**config.mk**
```make
export PLATFORM = sky130hd
export DESIGN_NAME = reaction_round_ctrl
export DESIGN_NICKNAME = d
export VERILOG_FILES = /design/src/rtl/reaction_round_ctrl.sv
export SDC_FILE = /design/constraint.sdc
export NUM_CORES = 1
export LEC_CHECK = 0
export CORE_ASPECT_RATIO = 0.5
export CORE_MARGIN = 2
export CORE_UTILIZATION = 25
export CTS_BUF_LIST = sky130_fd_sc_hd__clkbuf_8
export DETAILED_ROUTE_END_ITERATION = 10
export PLACE_DENSITY_LB_ADDON = 0.15
export SLEW_MARGIN = 25
export SYNTH_ARGS = -nofsm -noshare
export SYNTH_HDL_FRONTEND = slang
export SYNTH_SLANG_ARGS = --single-unit
export TNS_END_PERCENT = 30
```
**constraint.sdc**
```tcl
create_clock -name clk -period 2.35 [get_ports clk]
set_input_delay 0.3525 -clock clk [delete_from_list [all_inputs] [get_ports clk]]
set_output_delay 0.3525 -clock clk [all_outputs]
set_load 0.02 [all_outputs]
```
**src/rtl/reaction_round_ctrl.sv**
```systemverilog
// reaction_round_ctrl
//   Round sequencer for the two-player reaction-time game. A start pulse runs
//   one round: a blink phase, then a dark phase of random length, then live
//   reaction timing. The round ends on a winner-time display or a cheat
//   display. Both players' thermometer scores and the HEX source select are
//   also kept here.
// Ports
//   clk, reset_n     clock, asynchronous active-low reset
//   i_ms_tick        1-clk pulse once per ms
//   i_start          1-clk pulse: begin a new round
//   i_p1_press       player 1 button level, 1 = pressed
//   i_p2_press       player 2 button level, 1 = pressed
//   i_rnd_value      free-running LFSR value, seeds the dark-phase length
//   o_disp_sel       00 blink, 01 fill digit, 10 live react_ms, 11 winner_time
//   o_fill_digit     digit shown on every HEX digit when o_disp_sel = 01
//   o_react_ms       live reaction timer, ms
//   o_winner_time    reaction time latched at the end of the last round
//   o_win1, o_win2   thermometer scores, bit 0 fills first
//   o_match_over     either score is all-ones
module reaction_round_ctrl #(
  parameter int BLINK_MS    = 3000,
  parameter int MIN_WAIT_MS = 1000,
  parameter int RAND_MASK   = 4095,
  parameter int TIMEOUT_MS  = 9999,
  parameter int SCORE_W     = 5
) (
  input  logic               clk,
  input  logic               reset_n,
  input  logic               i_ms_tick,
  input  logic               i_start,
  input  logic               i_p1_press,
  input  logic               i_p2_press,
  input  logic [13:0]        i_rnd_value,
  output logic [1:0]         o_disp_sel,
  output logic [3:0]         o_fill_digit,
  output logic [19:0]        o_react_ms,
  output logic [19:0]        o_winner_time,
  output logic [SCORE_W-1:0] o_win1,
  output logic [SCORE_W-1:0] o_win2,
  output logic               o_match_over
);

  localparam logic [19:0] LP_BLINK   = 20'(BLINK_MS);
  localparam logic [19:0] LP_MINWAIT = 20'(MIN_WAIT_MS);
  localparam logic [13:0] LP_MASK    = 14'(RAND_MASK);
  localparam logic [19:0] LP_TIMEOUT = 20'(TIMEOUT_MS);

  typedef enum logic [2:0] {
    S_IDLE   = 3'd0,
    S_BLINK  = 3'd1,
    S_DARK   = 3'd2,
    S_TIMING = 3'd3,
    S_WIN    = 3'd4,
    S_CHEAT  = 3'd5
  } state_t;

  state_t               r_state;
  logic [19:0]          r_phase_ms;
  logic [19:0]          r_wait_ms;
  logic [1:0]           r_disp_sel;
  logic [3:0]           r_fill_digit;
  logic [19:0]          r_react_ms;
  logic [19:0]          r_winner_time;
  logic [SCORE_W-1:0]   r_win1;
  logic [SCORE_W-1:0]   r_win2;
  logic                 r_match_over;

  logic [19:0]          w_wait_ms;
  logic                 w_sc1;
  logic                 w_sc2;
  logic                 w_clr;
  logic [SCORE_W-1:0]   w_win1_nxt;
  logic [SCORE_W-1:0]   w_win2_nxt;

  assign w_wait_ms = LP_MINWAIT + {6'd0, i_rnd_value & LP_MASK};

  // Score strobes mirror the FSM branches below: start always takes priority,
  // a lone press in DARK credits the opponent, a lone press in TIMING credits
  // the presser.
  assign w_sc1 = !i_start &&
                 (((r_state == S_DARK)   &&  i_p2_press && !i_p1_press) ||
                  ((r_state == S_TIMING) &&  i_p1_press && !i_p2_press));
  assign w_sc2 = !i_start &&
                 (((r_state == S_DARK)   &&  i_p1_press && !i_p2_press) ||
                  ((r_state == S_TIMING) &&  i_p2_press && !i_p1_press));
  assign w_clr = i_start && r_match_over &&
                 ((r_state == S_WIN) || (r_state == S_CHEAT));

  // Shift-in-a-one saturates naturally once the register is all-ones.
  assign w_win1_nxt = w_clr ? '0 : (w_sc1 ? {r_win1[SCORE_W-2:0], 1'b1} : r_win1);
  assign w_win2_nxt = w_clr ? '0 : (w_sc2 ? {r_win2[SCORE_W-2:0], 1'b1} : r_win2);

  always_ff @(posedge clk or negedge reset_n) begin
    if (!reset_n) begin
      r_win1       <= '0;
      r_win2       <= '0;
      r_match_over <= 1'b0;
    end else begin
      r_win1       <= w_win1_nxt;
      r_win2       <= w_win2_nxt;
      r_match_over <= (&w_win1_nxt) | (&w_win2_nxt);
    end
  end

  always_ff @(posedge clk or negedge reset_n) begin
    if (!reset_n) begin
      r_state       <= S_IDLE;
      r_phase_ms    <= '0;
      r_wait_ms     <= '0;
      r_disp_sel    <= 2'b00;
      r_fill_digit  <= 4'd0;
      r_react_ms    <= '0;
      r_winner_time <= '0;
    end else begin
      // Default: count ms in the current phase; every transition clears it.
      r_phase_ms <= r_phase_ms + {19'd0, i_ms_tick};
      case (r_state)
        S_IDLE, S_WIN, S_CHEAT: begin
          if (i_start) begin
            r_state    <= S_BLINK;
            r_phase_ms <= '0;
            r_wait_ms  <= w_wait_ms;
            r_disp_sel <= 2'b00;
          end
        end
        S_BLINK: begin
          if (i_start) begin
            r_state    <= S_BLINK;
            r_phase_ms <= '0;
            r_wait_ms  <= w_wait_ms;
          end else if (r_phase_ms == LP_BLINK) begin
            r_state      <= S_DARK;
            r_phase_ms   <= '0;
            r_disp_sel   <= 2'b01;
            r_fill_digit <= 4'hF;
          end
        end
        S_DARK: begin
          if (i_start) begin
            r_state    <= S_BLINK;
            r_phase_ms <= '0;
            r_wait_ms  <= w_wait_ms;
            r_disp_sel <= 2'b00;
          end else if (i_p1_press || i_p2_press) begin
            // Jumped the gun: the fill digit names the cheater (8 = both).
            r_state      <= S_CHEAT;
            r_phase_ms   <= '0;
            r_fill_digit <= (i_p1_press && i_p2_press) ? 4'd8 :
                            (i_p1_press ? 4'd1 : 4'd2);
          end else if (r_phase_ms == r_wait_ms) begin
            r_state    <= S_TIMING;
            r_phase_ms <= '0;
            r_react_ms <= '0;
            r_disp_sel <= 2'b10;
          end
        end
        S_TIMING: begin
          if (i_start) begin
            r_state    <= S_BLINK;
            r_phase_ms <= '0;
            r_wait_ms  <= w_wait_ms;
            r_disp_sel <= 2'b00;
          end else if (i_p1_press && i_p2_press) begin
            r_state      <= S_CHEAT;
            r_phase_ms   <= '0;
            r_disp_sel   <= 2'b01;
            r_fill_digit <= 4'd8;
          end else if (i_p1_press || i_p2_press) begin
            r_state       <= S_WIN;
            r_phase_ms    <= '0;
            r_disp_sel    <= 2'b11;
            r_winner_time <= r_react_ms;
          end else if (r_react_ms == LP_TIMEOUT) begin
            r_state       <= S_WIN;
            r_phase_ms    <= '0;
            r_disp_sel    <= 2'b11;
            r_winner_time <= LP_TIMEOUT;
          end else if (i_ms_tick) begin
            r_react_ms <= r_react_ms + 20'd1;
          end
        end
        default: begin
          r_state    <= S_IDLE;
          r_phase_ms <= '0;
          r_disp_sel <= 2'b00;
        end
      endcase
    end
  end

  assign o_disp_sel    = r_disp_sel;
  assign o_fill_digit  = r_fill_digit;
  assign o_react_ms    = r_react_ms;
  assign o_winner_time = r_winner_time;
  assign o_win1        = r_win1;
  assign o_win2        = r_win2;
  assign o_match_over  = r_match_over;

endmodule
```
==> impl_metrics.tcl <==
set metrics [dict create \
    h-tree-depth 3 \
    slew_headroom 0.525 \
    final_nets 611 \
    ys_seq_area_frac 0.499 \
    post-route-util 0.353 \
    synth.distinct_cells 52 \
    power_mw 3.30 \
    cts_tree "yes" \
    period_needed_ps 2300 \
    via_per_inst 4.61 \
    drtIter0Drc 167 \
    start_kind "register" \
    grt_antenna_before_repair 0 \
    crit_type "register to register" \
    yosys_most_used_dff "dfrtp_1" \
    seqCellArea_um2 2330 \
    postRouteAntennaNets 0 \
    cap_violations 0 \
    cp.arrival_ps 2550 \
    finalCritPeriodShare 0.978 \
    clk-insertion-delay-late_ps 370 \
    io-pin-count 77 \
    dieArea_um2 19800 \
    clk_pin_slew_ps 100 \
    crit_path_end_kind "register" \
    async_flop_share 1.00 \
    die_w_um 197 \
    ys_top_cells_by_count "dfrtp_1 (93), nor2_1 (47), nand2_1 (33)" \
    n_antenna_cell 0 \
    gp_congestion 0.811 \
    synth_edf_count 0 \
    fin_skew_ps 14.8 \
    die_y_um 101 \
    coreArea_um2 18300 \
    vias 3832 \
    syn_area_um2 4660 \
    cts_sinks 93 \
    cp.required_ps 2610 \
    worst_pin_slew_ps 709 \
    crit_fanout 2 \
    rsz0062_at_grt "true" \
    hold_slack_ps 426 \
    dr.pass1.iters 4 \
    avgSynthCellArea_um2 10.2 \
    r2r-end "o_disp_sel[0]" \
    hold_viol_final 0 \
    top_usage_layer "met2" \
    use_met1 0.192 \
    synthTopCellsByArea "dfrtp_1 (50%), xor2_1 (4.1%), nor2_1 (3.8%)" \
    place_hpwl_mm 9.30 \
    layout-drive-gt1-share 0.191 \
    yosysWarningCount 0 \
    yosysTopAreaCell "dfrtp_1" \
    wire_per_inst_um 15.0 \
    numCtsBuffers 9 \
    drc_errors 0 \
    powerDensity_nw_per_um2 509 \
    synth_nets 482 \
    crit_slowest_cell "or4_4" \
    start_util 0.254 \
    grt_first_pass_wirelength_mm 20.5 \
    portBuffers 74 \
    grt_max_degree 68 \
    timing.fmax_mhz 435 \
    cts_root_buf "clkbuf_8" \
    cts_buffer_depth 2 \
    multi_input_comb_area_um2 2300 \
    netlist_instances 458 \
    grt_pass1_vias 3837 \
    regToRegStartpoint "o_react_ms[6]" \
    path_delay_family "simple AND/OR/NAND/NOR gates" \
    postRouteWirelength_mm 12.5 \
    finalSetupViolations 0 \
    num_rows 35 \
    nFillCells 1845 \
    drv_slew 0 \
    grtUsageMet2 0.208 \
    p_leak_nw 2.86 \
    overflow 0 \
    crit_path_cell_trace "or4_4 > nor4_4 > buf_4 > nand2_2 > and4_4 > a311oi_4 > mux2_4" \
    critPathMaxStageDelay_ps 560 \
    r2r_setup_slack_ps 50 \
    synth.most_common_cell "dfrtp_1" \
    grt_usage 0.133 \
    cp.buffers_inverters 1 \
    area_growth_pct 38.9 \
    ys_ff_latch 93 \
    grt_use_met3 0.0268 \
    max-vdd-ir-drop_mv 0.366 \
    run_status "finished, final reports clean" \
    synth_top_area_share 0.499 \
    min_path_type "primary input to async pin" \
    r2r_cells 7 \
]
[metrics by stage]
step	cells	worst slack [ps]	setup TNS, ps	instance area (µm²)
global route	832	-41.9	-258	6470
CTS	832	4.12	0	6410
finish	832	52.1	0	6470
global placement	815	-216	-3820	6130
floorplan	458	1.06	0	4670
detailed placement	815	-306	-5220	6130
[cell type report]
type	count	area share
sequential	93	0.359
multi-input combinational	334	0.355
timing repair buffer	143	0.201
tap	240	0.0464
clock buffer	9	0.0191
clock inverter	7	0.0158
inverter	6	0.00348
[what timing repair did]
| action | in CTS | in global routing |
|---|---|---|
| resized for setup | 7 | 13 |
| endpoints found under the hold margin | 26 | 0 |
| pin swaps | 3 | 1 |
| endpoints found under the setup margin | 36 | 44 |
| gates cloned | 0 | 0 |
| hold buffers | 1 | 0 |
| setup buffers | 0 | 0 |
[flip-flops by register name, indices dropped and copies added (netlist names)]
signal,flops
o_react_ms,20
o_winner_time,20
r_phase_ms,20
r_wait_ms,13
o_win1,5
o_win2,5
o_fill_digit,4
r_state,3
o_disp_sel,2
o_match_over,1
[metal layers]
metal,share of wire,wire length [µm],vias up
met1,0.52,6530,1861
met4,0.0074,93,0
met5,0,0,-
li1,-,-,1913
met3,0.026,331,8
met2,0.44,5550,50
[worst max-delay path by stage]
| stage | from | end | cells after the start |
|---|---|---|---|
| after floorplan | o_react_ms[11] | o_disp_sel[0] | 7 |
| after global placement | i_p2_press | o_react_ms[12] | 6 |
| after detailed placement | i_p2_press | o_react_ms[12] | 6 |
| after CTS | o_react_ms[6] | o_disp_sel[0] | 7 |
| after global routing | o_react_ms[6] | o_disp_sel[0] | 7 |
| final | o_react_ms[6] | o_disp_sel[0] | 7 |
[placed cells by master (no fill, tap or decap), drive strengths merged, types with 12 or more instances in the layout]
cell type / n
o21ai: 23
nand3: 18
nor2: 47
and3: 17
clkdlybuf4s50: 73
nand4: 12
a22o: 12
buf: 69
dfrtp: 93
nand2: 33
a21oi: 23
xnor2: 16
xor2: 22
[report_power, final]
| group | internal (mW) | total, mW | switching [mW] |
|---|---|---|---|
| clock | 0.615 | 1.24 | 0.625 |
| sequential | 1.65 | 1.69 | 0.0386 |
| combinational | 0.177 | 0.366 | 0.189 |
| total | 2.44 | 3.30 | 0.853 |
[cells by family after synthesis]
family	after synthesis	synth area share
fa+ha+maj	5	0.0129
compound gates	92	0.136
mux	18	0.0405
xor+xnor	38	0.0714
simple gates	181	0.209
flops	93	0.499
buf+inv	31	0.0301
[worst reg2reg max path: cells and delay by family, from the launching register on]
family                 cells  cell delay, ps
buffers and inverters      1             170
and+or+nand+nor            4            1020
muxes                      1             330
AOI/OAI and AO/OA          1             280
DFF                        1             390
No activity file was read; power rests on OpenSTA's default activity.
